## config.mk

```make
export PLATFORM = sky130hd
export DESIGN_NAME = hazard_ctrl
export DESIGN_NICKNAME = d
export VERILOG_FILES = /design/src/rtl/hazard_ctrl.sv
export SDC_FILE = /design/constraint.sdc
export NUM_CORES = 1
export LEC_CHECK = 0
export CAP_MARGIN = 15
export CELL_PAD_IN_SITES_DETAIL_PLACEMENT = 0
export CELL_PAD_IN_SITES_GLOBAL_PLACEMENT = 1
export CORE_ASPECT_RATIO = 1.5
export CORE_MARGIN = 2
export CORE_UTILIZATION = 39
export CTS_BUF_LIST = sky130_fd_sc_hd__clkbuf_4 sky130_fd_sc_hd__clkbuf_8 sky130_fd_sc_hd__clkbuf_16
export DETAILED_ROUTE_END_ITERATION = 10
export HOLD_SLACK_MARGIN = 0.06
export PLACE_DENSITY = 0.89
export REMOVE_ABC_BUFFERS = 1
export SLEW_MARGIN = 10
export SYNTH_ARGS = -nofsm -noshare
export SYNTH_HDL_FRONTEND = slang
export SYNTH_SLANG_ARGS = --single-unit
```

## constraint.sdc

```tcl
create_clock -name clk -period 2.69 [get_ports clk]
set_input_delay 0.269 -clock clk [delete_from_list [all_inputs] [get_ports clk]]
set_output_delay 0.269 -clock clk [all_outputs]
set_load 0.05 [all_outputs]
```

## src/rtl/hazard_ctrl.sv

```systemverilog
`default_nettype none
// +----------------------------------------------------------------------------+
// | Module      : hazard_ctrl                                                  |
// | Description : Stall/forwarding scheduler for a five-stage MIPS pipeline.   |
// |               Define HAZARD_MD_EN to build the mult/div busy tracking.     |
// | Revision    : 1.0                                                          |
// +----------------------------------------------------------------------------+
module hazard_ctrl (
  input  logic       clk,
  input  logic       rst,
  input  logic [4:0] ra1D,
  input  logic [4:0] ra2D,
  input  logic [4:0] waD,
  input  logic [2:0] resD,
  input  logic [1:0] tuse1D,
  input  logic [1:0] tuse2D,
  input  logic       mdstartD,
  input  logic       mddivD,
  input  logic       mduseD,
  input  logic       excreq,
  output logic       stall,
  output logic       Eclr,
  output logic [1:0] fwdD1,
  output logic [1:0] fwdD2,
  output logic [1:0] fwdE1,
  output logic [1:0] fwdE2,
  output logic [1:0] fwdM2,
  output logic       mdbusy
);

  localparam logic [2:0] c_RES_NW  = 3'd0;
  localparam logic [2:0] c_RES_ALU = 3'd1;
  localparam logic [2:0] c_RES_DM  = 3'd2;
  localparam logic [2:0] c_RES_PC  = 3'd3;
  localparam logic [2:0] c_RES_MD  = 3'd4;

  logic [4:0] r_ra1E, r_ra2E, r_waE, r_ra2M, r_waM, r_waW;
  logic [2:0] r_resE, r_resM, r_resW;
  logic [1:0] w_tnewE, w_tnewM;
  logic       w_stall_raw, w_mdstall, w_mdbusy_raw;
  logic       w_okE, w_okM, w_okW;

  function automatic logic f_hazard(input logic [4:0] ra, input logic [1:0] tuse,
                                    input logic [4:0] wa_e, input logic [1:0] tn_e,
                                    input logic [4:0] wa_m, input logic [1:0] tn_m);
    return (ra != 5'd0) && (tuse != 2'd3) &&
           (((ra == wa_e) && (tn_e > tuse)) || ((ra == wa_m) && (tn_m > tuse)));
  endfunction

  function automatic logic [1:0] f_fwd(input logic [4:0] ra,
                                       input logic [4:0] wa_e, input logic ok_e,
                                       input logic [4:0] wa_m, input logic ok_m,
                                       input logic [4:0] wa_w, input logic ok_w);
    logic [1:0] sel;
    sel = 2'd0;
    if (ra != 5'd0) begin
      if (ok_e && (ra == wa_e))      sel = 2'd1;
      else if (ok_m && (ra == wa_m)) sel = 2'd2;
      else if (ok_w && (ra == wa_w)) sel = 2'd3;
    end
    return sel;
  endfunction

  always_comb begin
    w_tnewE = 2'd0;
    case (r_resE)
      c_RES_ALU: w_tnewE = 2'd1;
      c_RES_DM:  w_tnewE = 2'd2;
      c_RES_MD:  w_tnewE = 2'd1;
      default:   w_tnewE = 2'd0;
    endcase
    w_tnewM = (r_resM == c_RES_DM) ? 2'd1 : 2'd0;
  end

  // Only a PC-type result (jal) is ready while still in E.
  assign w_okE = (r_resE == c_RES_PC);
  assign w_okM = (r_resM != c_RES_NW) && (w_tnewM == 2'd0);
  assign w_okW = (r_resW != c_RES_NW);

  assign w_stall_raw = f_hazard(ra1D, tuse1D, r_waE, w_tnewE, r_waM, w_tnewM) ||
                       f_hazard(ra2D, tuse2D, r_waE, w_tnewE, r_waM, w_tnewM) ||
                       w_mdstall;

  always_ff @(posedge clk) begin
    if (rst || excreq) begin
      r_ra1E <= 5'd0; r_ra2E <= 5'd0; r_waE <= 5'd0; r_resE <= c_RES_NW;
      r_ra2M <= 5'd0; r_waM  <= 5'd0; r_resM <= c_RES_NW;
      r_waW  <= 5'd0; r_resW <= c_RES_NW;
    end else begin
      r_ra2M <= r_ra2E; r_waM <= r_waE; r_resM <= r_resE;
      r_waW  <= r_waM;  r_resW <= r_resM;
      if (w_stall_raw) begin
        r_ra1E <= 5'd0; r_ra2E <= 5'd0; r_waE <= 5'd0; r_resE <= c_RES_NW;
      end else begin
        r_ra1E <= ra1D; r_ra2E <= ra2D; r_waE <= waD; r_resE <= resD;
      end
    end
  end

`ifdef HAZARD_MD_EN
  logic       r_mdstartE, r_mddivE;
  logic [3:0] r_mdcnt;

  always_ff @(posedge clk) begin
    if (rst || excreq || w_stall_raw) begin
      r_mdstartE <= 1'b0;
      r_mddivE   <= 1'b0;
    end else begin
      r_mdstartE <= mdstartD;
      r_mddivE   <= mddivD;
    end
  end

  // A started operation runs to completion even across an exception.
  always_ff @(posedge clk) begin
    if (rst)
      r_mdcnt <= 4'd0;
    else if (r_mdstartE && !excreq)
      r_mdcnt <= r_mddivE ? 4'd10 : 4'd5;
    else if (r_mdcnt != 4'd0)
      r_mdcnt <= r_mdcnt - 4'd1;
  end

  assign w_mdbusy_raw = (r_mdcnt != 4'd0) || r_mdstartE;
  assign w_mdstall    = mduseD && w_mdbusy_raw;
`else
  logic w_unused_md;
  assign w_unused_md  = ^{mdstartD, mddivD, mduseD};
  assign w_mdbusy_raw = 1'b0;
  assign w_mdstall    = 1'b0;
`endif

  assign stall  = !rst && w_stall_raw;
  assign Eclr   = stall;
  assign mdbusy = !rst && w_mdbusy_raw;
  assign fwdD1  = rst ? 2'd0 : f_fwd(ra1D, r_waE, w_okE, r_waM, w_okM, r_waW, w_okW);
  assign fwdD2  = rst ? 2'd0 : f_fwd(ra2D, r_waE, w_okE, r_waM, w_okM, r_waW, w_okW);
  assign fwdE1  = rst ? 2'd0 : f_fwd(r_ra1E, 5'd0, 1'b0, r_waM, w_okM, r_waW, w_okW);
  assign fwdE2  = rst ? 2'd0 : f_fwd(r_ra2E, 5'd0, 1'b0, r_waM, w_okM, r_waW, w_okW);
  assign fwdM2  = rst ? 2'd0 : f_fwd(r_ra2M, 5'd0, 1'b0, 5'd0, 1'b0, r_waW, w_okW);

endmodule
`default_nettype wire
```

# --- After elaboration in Yosys (flattened, before gate mapping) ---
# Cells that the tools add are included.
op_classes:
  addsub: 0
  multipliers: 0
  div: 0
  order_cmp: 4
  n_eq_ne: 18
  shift: 0
  muxes: 23
  bitwise_logic: 0
  reduce_logical: 36
ops:
  columns: ["op", "count"]
  rows:
  - ["$eq 5x5->1", 11]
  - ["$mux 2", 21]
  - ["$reduce_bool 5->1", 5]
  - ["$logic_and 1x1->1", 21]
  - ["$eq 3x2->1 const B", 3]
  - ["$reduce_bool 3->1", 2]
  - ["$gt 1x2->1", 2]
  - ["$gt 2x2->1", 2]
  - ["$logic_or 1x1->1", 4]
  - ["$ne 2x2->1 const B", 2]
  - ["$pmux 2 s2", 1]
  - ["$reduce_or 2->1", 2]
  - ["$eq 3x1->1 const B", 1]
  - ["$eq 3x3->1 const B", 1]
  - ["$logic_not 2->1", 1]
  - ["$logic_not 1->1", 1]
  - ["$mux 1", 1]
word_totals:
  regBits: 39
  latch_bits: 0
  ramBits: 0
  romBits: 0
  input_bits: 28
  out_inout_bits: 13
  elab_cells: 90
  memories: 0

# --- Logic depth before layout (Yosys ltp) ---
depth:
  word_depth: 9
  depth_mapped: 9

# --- Least setup slack after synthesis ---
# Ideal clock, no wire load.
synth_timing:
  kind: "register to output"
  startpoint: "reg r_waW[3]"
  endpoint: "out fwdE2[0]"
  t_arrival_ps: 2677
  required_time_ps: 2421
  setup_slack_ps: -256
  path_stages_with_launch: 5
  path_buffers: 1
  path_cell_list: "dfxtp_1 -> clkbuf_8 -> xor2_1 -> or4_1 -> nor4_1"
synth_between:
  elab_chain_cells: 6
synth_lines:
  columns: ["item", "line_no", "text"]
  rows:
  - ["start, declared", "37", "logic [4:0] r_ra1E, r_ra2E, r_waE, r_ra2M, r_waM, r_waW;"]
  - ["start signal, assigned", "91", "r_waW <= r_waM; r_resW <= r_resM;"]
  - ["$eq 5x5->1", "59", "else if (ok_w && (ra == wa_w)) sel = 2'd3;"]
  - ["$logic_and 1x1->1", "59", null]
  - ["$mux 2", "59", null]
  - ["$mux 2", "58", "else if (ok_m && (ra == wa_m)) sel = 2'd2;"]
  - ["$mux 2", "56", "if (ra != 5'd0) begin"]
  - ["$mux 2", "139", "assign fwdE2 = rst ? 2'd0 : f_fwd(r_ra2E, 5'd0, 1'b0, r_waM, w_okM, r_waW, w_okW);"]
  - ["end, declared", "26", "output logic [1:0] fwdE2,"]
# No other way between the ends.

# --- Worst setup path after layout ---
layout_timing:
  startpoint: "reg r_resE[1]"
  endpoint: "out stall"
layout_between:
  elab_chain_cells: 9
  word_cells_on_any_way: 15
layout_lines:
  columns: ["item", "line_no", "text"]
  rows:
  - ["start, declared", "38", "logic [2:0] r_resE, r_resM, r_resW;"]
  - ["start signal, assigned", "95", "r_ra1E <= ra1D; r_ra2E <= ra2D; r_waE <= waD; r_resE <= resD;"]
  - ["$eq 3x3->1 / $eq 3x1->1 (equally long branches)", "66", "case (r_resE)"]
  - ["$reduce_or 2->1 (no line)", null, null]
  - ["$pmux 2 s2 *", "66", null]
  - ["$gt 2x2->1", "47", "(((ra == wa_e) && (tn_e > tuse)) || ((ra == wa_m) && (tn_m > tuse)));"]
  - ["$logic_and 1x1->1", "47", null]
  - ["$logic_or 1x1->1", "47", null]
  - ["$logic_and 1x1->1", "46", "return (ra != 5'd0) && (tuse != 2'd3) &&"]
  - ["$logic_or 1x1->1 *", "80", "assign w_stall_raw = f_hazard(ra1D, tuse1D, r_waE, w_tnewE, r_waM, w_tnewM) ||"]
  - ["$logic_and 1x1->1 *", "133", "assign stall = !rst && w_stall_raw;"]
  - ["end, declared", "21", "output logic stall,"]
# Mark *: on every way between the ends. The rest lies on a longest branch, timed or not.

==> results.sh <==
export IMPL_most_common_layout_cells="36 x dfxtp_1, 31 x xnor2_1, 26 x nor3_1"
export IMPL_htree_levels=2
export IMPL_drt_initial_drc_count=35
export IMPL_worst_pin_slew_ns=0.511
export IMPL_combPwrFrac=0.144
export IMPL_swShare=0.239
export IMPL_hold_path_class="flop to flop"
export IMPL_die_w_um=66.5
export IMPL_num_nets_final=323
export IMPL_ys_seq_elements=39
export IMPL_worstPathArrival_ns=2.41
export IMPL_wl_per_cell_um=14.8
export IMPL_synth_edf_count=0
export IMPL_io_pins=41
export IMPL_p_switching_uw=311
export IMPL_yosysUniqueCellTypes=36
export IMPL_core_sq_mm=0.00574
export IMPL_portBuffers=36
export IMPL_grt_overflow=0
export IMPL_synth_largest_area_cell="dfxtp_1"
export IMPL_reg2reg_setup_slack_ns=0.42
export IMPL_cts_tree="yes"
export IMPL_dp_hpwl_um=3940
export IMPL_synth_avg_cell_area_sq_um=8.96
export IMPL_maxSlewHeadroom=0.656
export IMPL_powerDensity_mw_per_mm2=442
export IMPL_synth_area_leaders="dfxtp_1 34%, xnor2_1 12%, xor2_1 9.2%"
export IMPL_yosys_most_used_dff="dfxtp_1"
export IMPL_status="finished clean"
export IMPL_setup_violations=0
export IMPL_grt_pass1_vias=1831
export IMPL_worstReg2RegStart="r_resE[1]"
export IMPL_clockBufferDepth=2
export IMPL_grt_usage=0.176
export IMPL_final_cells=362
export IMPL_drv_slew=0
export IMPL_nFillCells=540
export IMPL_die_h_um=97.7
export IMPL_worstPathRequired_ns=2.42
export IMPL_fin_crit_ns=2.68
export IMPL_place_ws_ns=-0.000764
export IMPL_drive_gt1_frac=0.183
export IMPL_yosysWarnings=0
export IMPL_fmax_mhz=374
export IMPL_vias=1854
export IMPL_clock_latency_ns=0.28
export IMPL_antenna_found_initial=0
export IMPL_rows=34
export IMPL_grt_first_pass_wirelength_um=8760
export IMPL_synth_area_sq_mm=0.00228
export IMPL_ir_drop_uv=246
export IMPL_hold_path_cell_count=1
export IMPL_area_delta_synth_final_pct=28.8
export IMPL_fin_ws_ns=0.0133
export IMPL_p_leak_uw=0.00120
export IMPL_fin_util=0.512
export IMPL_via_per_inst=5.12
export IMPL_rr_worst_depth=6
export IMPL_async_flop_share=0
export IMPL_crit_type="flop to output pin"
export IMPL_hold_start="r_resM[0]"
export IMPL_p_int_uw=989
export IMPL_clkPwrFrac=0.386
export IMPL_dp_cells=354
export IMPL_p_total_uw=1300
export IMPL_critPathCaptureType="output pin"
export IMPL_clkSinkCount=39
export IMPL_gp_congestion=0.861
export IMPL_finalClockSkew_ns=0.00201
export IMPL_cts_setup_buffers=0
export IMPL_num_antenna_cells=0
export IMPL_cap_viol_max_count=0
export IMPL_cp_max_fo=4
export IMPL_path_clk_slew_ns=0.07
export IMPL_layout_commonest_cell="dfxtp_1"
export IMPL_drtPass1Iterations=4
export IMPL_ys_seq_area_frac=0.342
export IMPL_seqPwrFrac=0.470
export IMPL_postRouteAntennaNets=0
export IMPL_grt_start_max_net_pins=40
export IMPL_synth_top_area_frac=0.342
export IMPL_finalHoldViolCount=0
export IMPL_drc=0
export IMPL_dieArea_sq_mm=0.00650
export IMPL_rsz0062_at_grt="true"
export IMPL_cts_root_buf="clkbuf_8"
export IMPL_holdPathEnd="r_resW[0]"
export IMPL_finalHoldWorstSlack_ns=0.492
export IMPL_start_util=0.398
export IMPL_finalCritPeriodShare=0.995
export IMPL_cts_buffers=5
export IMPL_timing_rr_end="r_resE[2]"
export IMPL_cp_start_kind="flop"
export IMPL_synth_cells=255
export IMPL_routed_wl_um=5360
-- worst max-delay path by stage --
stage | from | slack [ns] | cells past startpoint | endpoint
after CTS | r_resM[2] | -0.02 | 9 | stall
after detailed placement | tuse1D[0] | -0.0008 | 8 | stall
after floorplan | r_waW[3] | -0.39 | 4 | fwdM2[0]
final | r_resE[1] | 0.01 | 6 | stall
after global routing | r_resM[0] | -0.08 | 9 | stall
after global placement | ra2D[2] | 0.02 | 7 | fwdD2[1]
-- flip-flops by register name (all words and copies together) (netlist names) --
name / cells
r_ra1E: 5
r_ra2E: 5
r_ra2M: 5
r_waE: 5
r_waM: 5
r_waW: 5
r_resE: 3
r_resM: 3
r_resW: 3
-- layout make-up --
class	count	area, sq um	area share
Multi-Input combinational cell	190	1410	0.480
Sequential cell	39	785	0.267
Timing Repair Buffer	48	520	0.177
Tap cell	72	90.1	0.0306
Clock buffer	6	82.6	0.0281
Clock inverter	2	35.0	0.0119
Inverter	5	18.8	0.00638
-- timing repair --
item                       4_1_cts  5_1_grt
setup endpoints to repair        3        3
hold endpoints to repair         0        0
gates cloned                     0        0
gates resized for setup         10        5
hold buffers                     0        0
pin swaps                        8        6
-- cell usage after synthesis, drive strengths merged (4+ instances only) --
| cell type | count |
|---|---|
| a21oi | 5 |
| and2 | 21 |
| buf | 7 |
| clkbuf | 14 |
| dfxtp | 39 |
| ha | 6 |
| inv | 5 |
| nand2 | 24 |
| nand3 | 4 |
| nand4 | 6 |
| nor2 | 8 |
| nor3 | 29 |
| or4 | 8 |
| xnor2 | 31 |
| xor2 | 24 |
-- stage by stage --
step | TNS (ns) | cell area (sq um)
floorplan | -1.68 | 2130
global placement | 0 | 2740
detailed placement | -0.00133 | 2740
CTS | -0.0305 | 2910
global route | -0.153 | 2940
finish | 0 | 2940
-- per-layer routing --
metal | GRT usage | vias up | part of all wire
li1 | - | 922 | -
met4 | 0.100 | 0 | 0.033
met1 | 0.198 | 852 | 0.39
met2 | 0.301 | 65 | 0.53
met5 | 0 | - | 0
met3 | 0.0346 | 15 | 0.049
-- power by group through the flow --
stage               clock [uW]  combinational [uW]  sequential, uW
finish                     503                 187             611
global route               532                 206             613
CTS                        511                 182             611
detailed placement           0                 177             624
global placement             0                 173             624
floorplan                    0                95.3             619
-- cells by family after synthesis --
family / synth area share
AOI/OAI and AO/OA: 0.0772
DFF: 0.342
buffers and inverters: 0.0761
xor gates and xnor gates: 0.211
other: 0.00164
and+or+nand+nor: 0.260
adders and majority gates: 0.0329
-- worst max-delay path, cell delays in order (launching register included) --
cell and delay [ns]:
dfxtp_1 0.35, nor3b_1 0.36, ha_1 0.33, a2111o_1 0.45, a221oi_4 0.26, o21ba_4 0.22, buf_12 0.14
No activity file was read; power rests on OpenSTA's default activity.
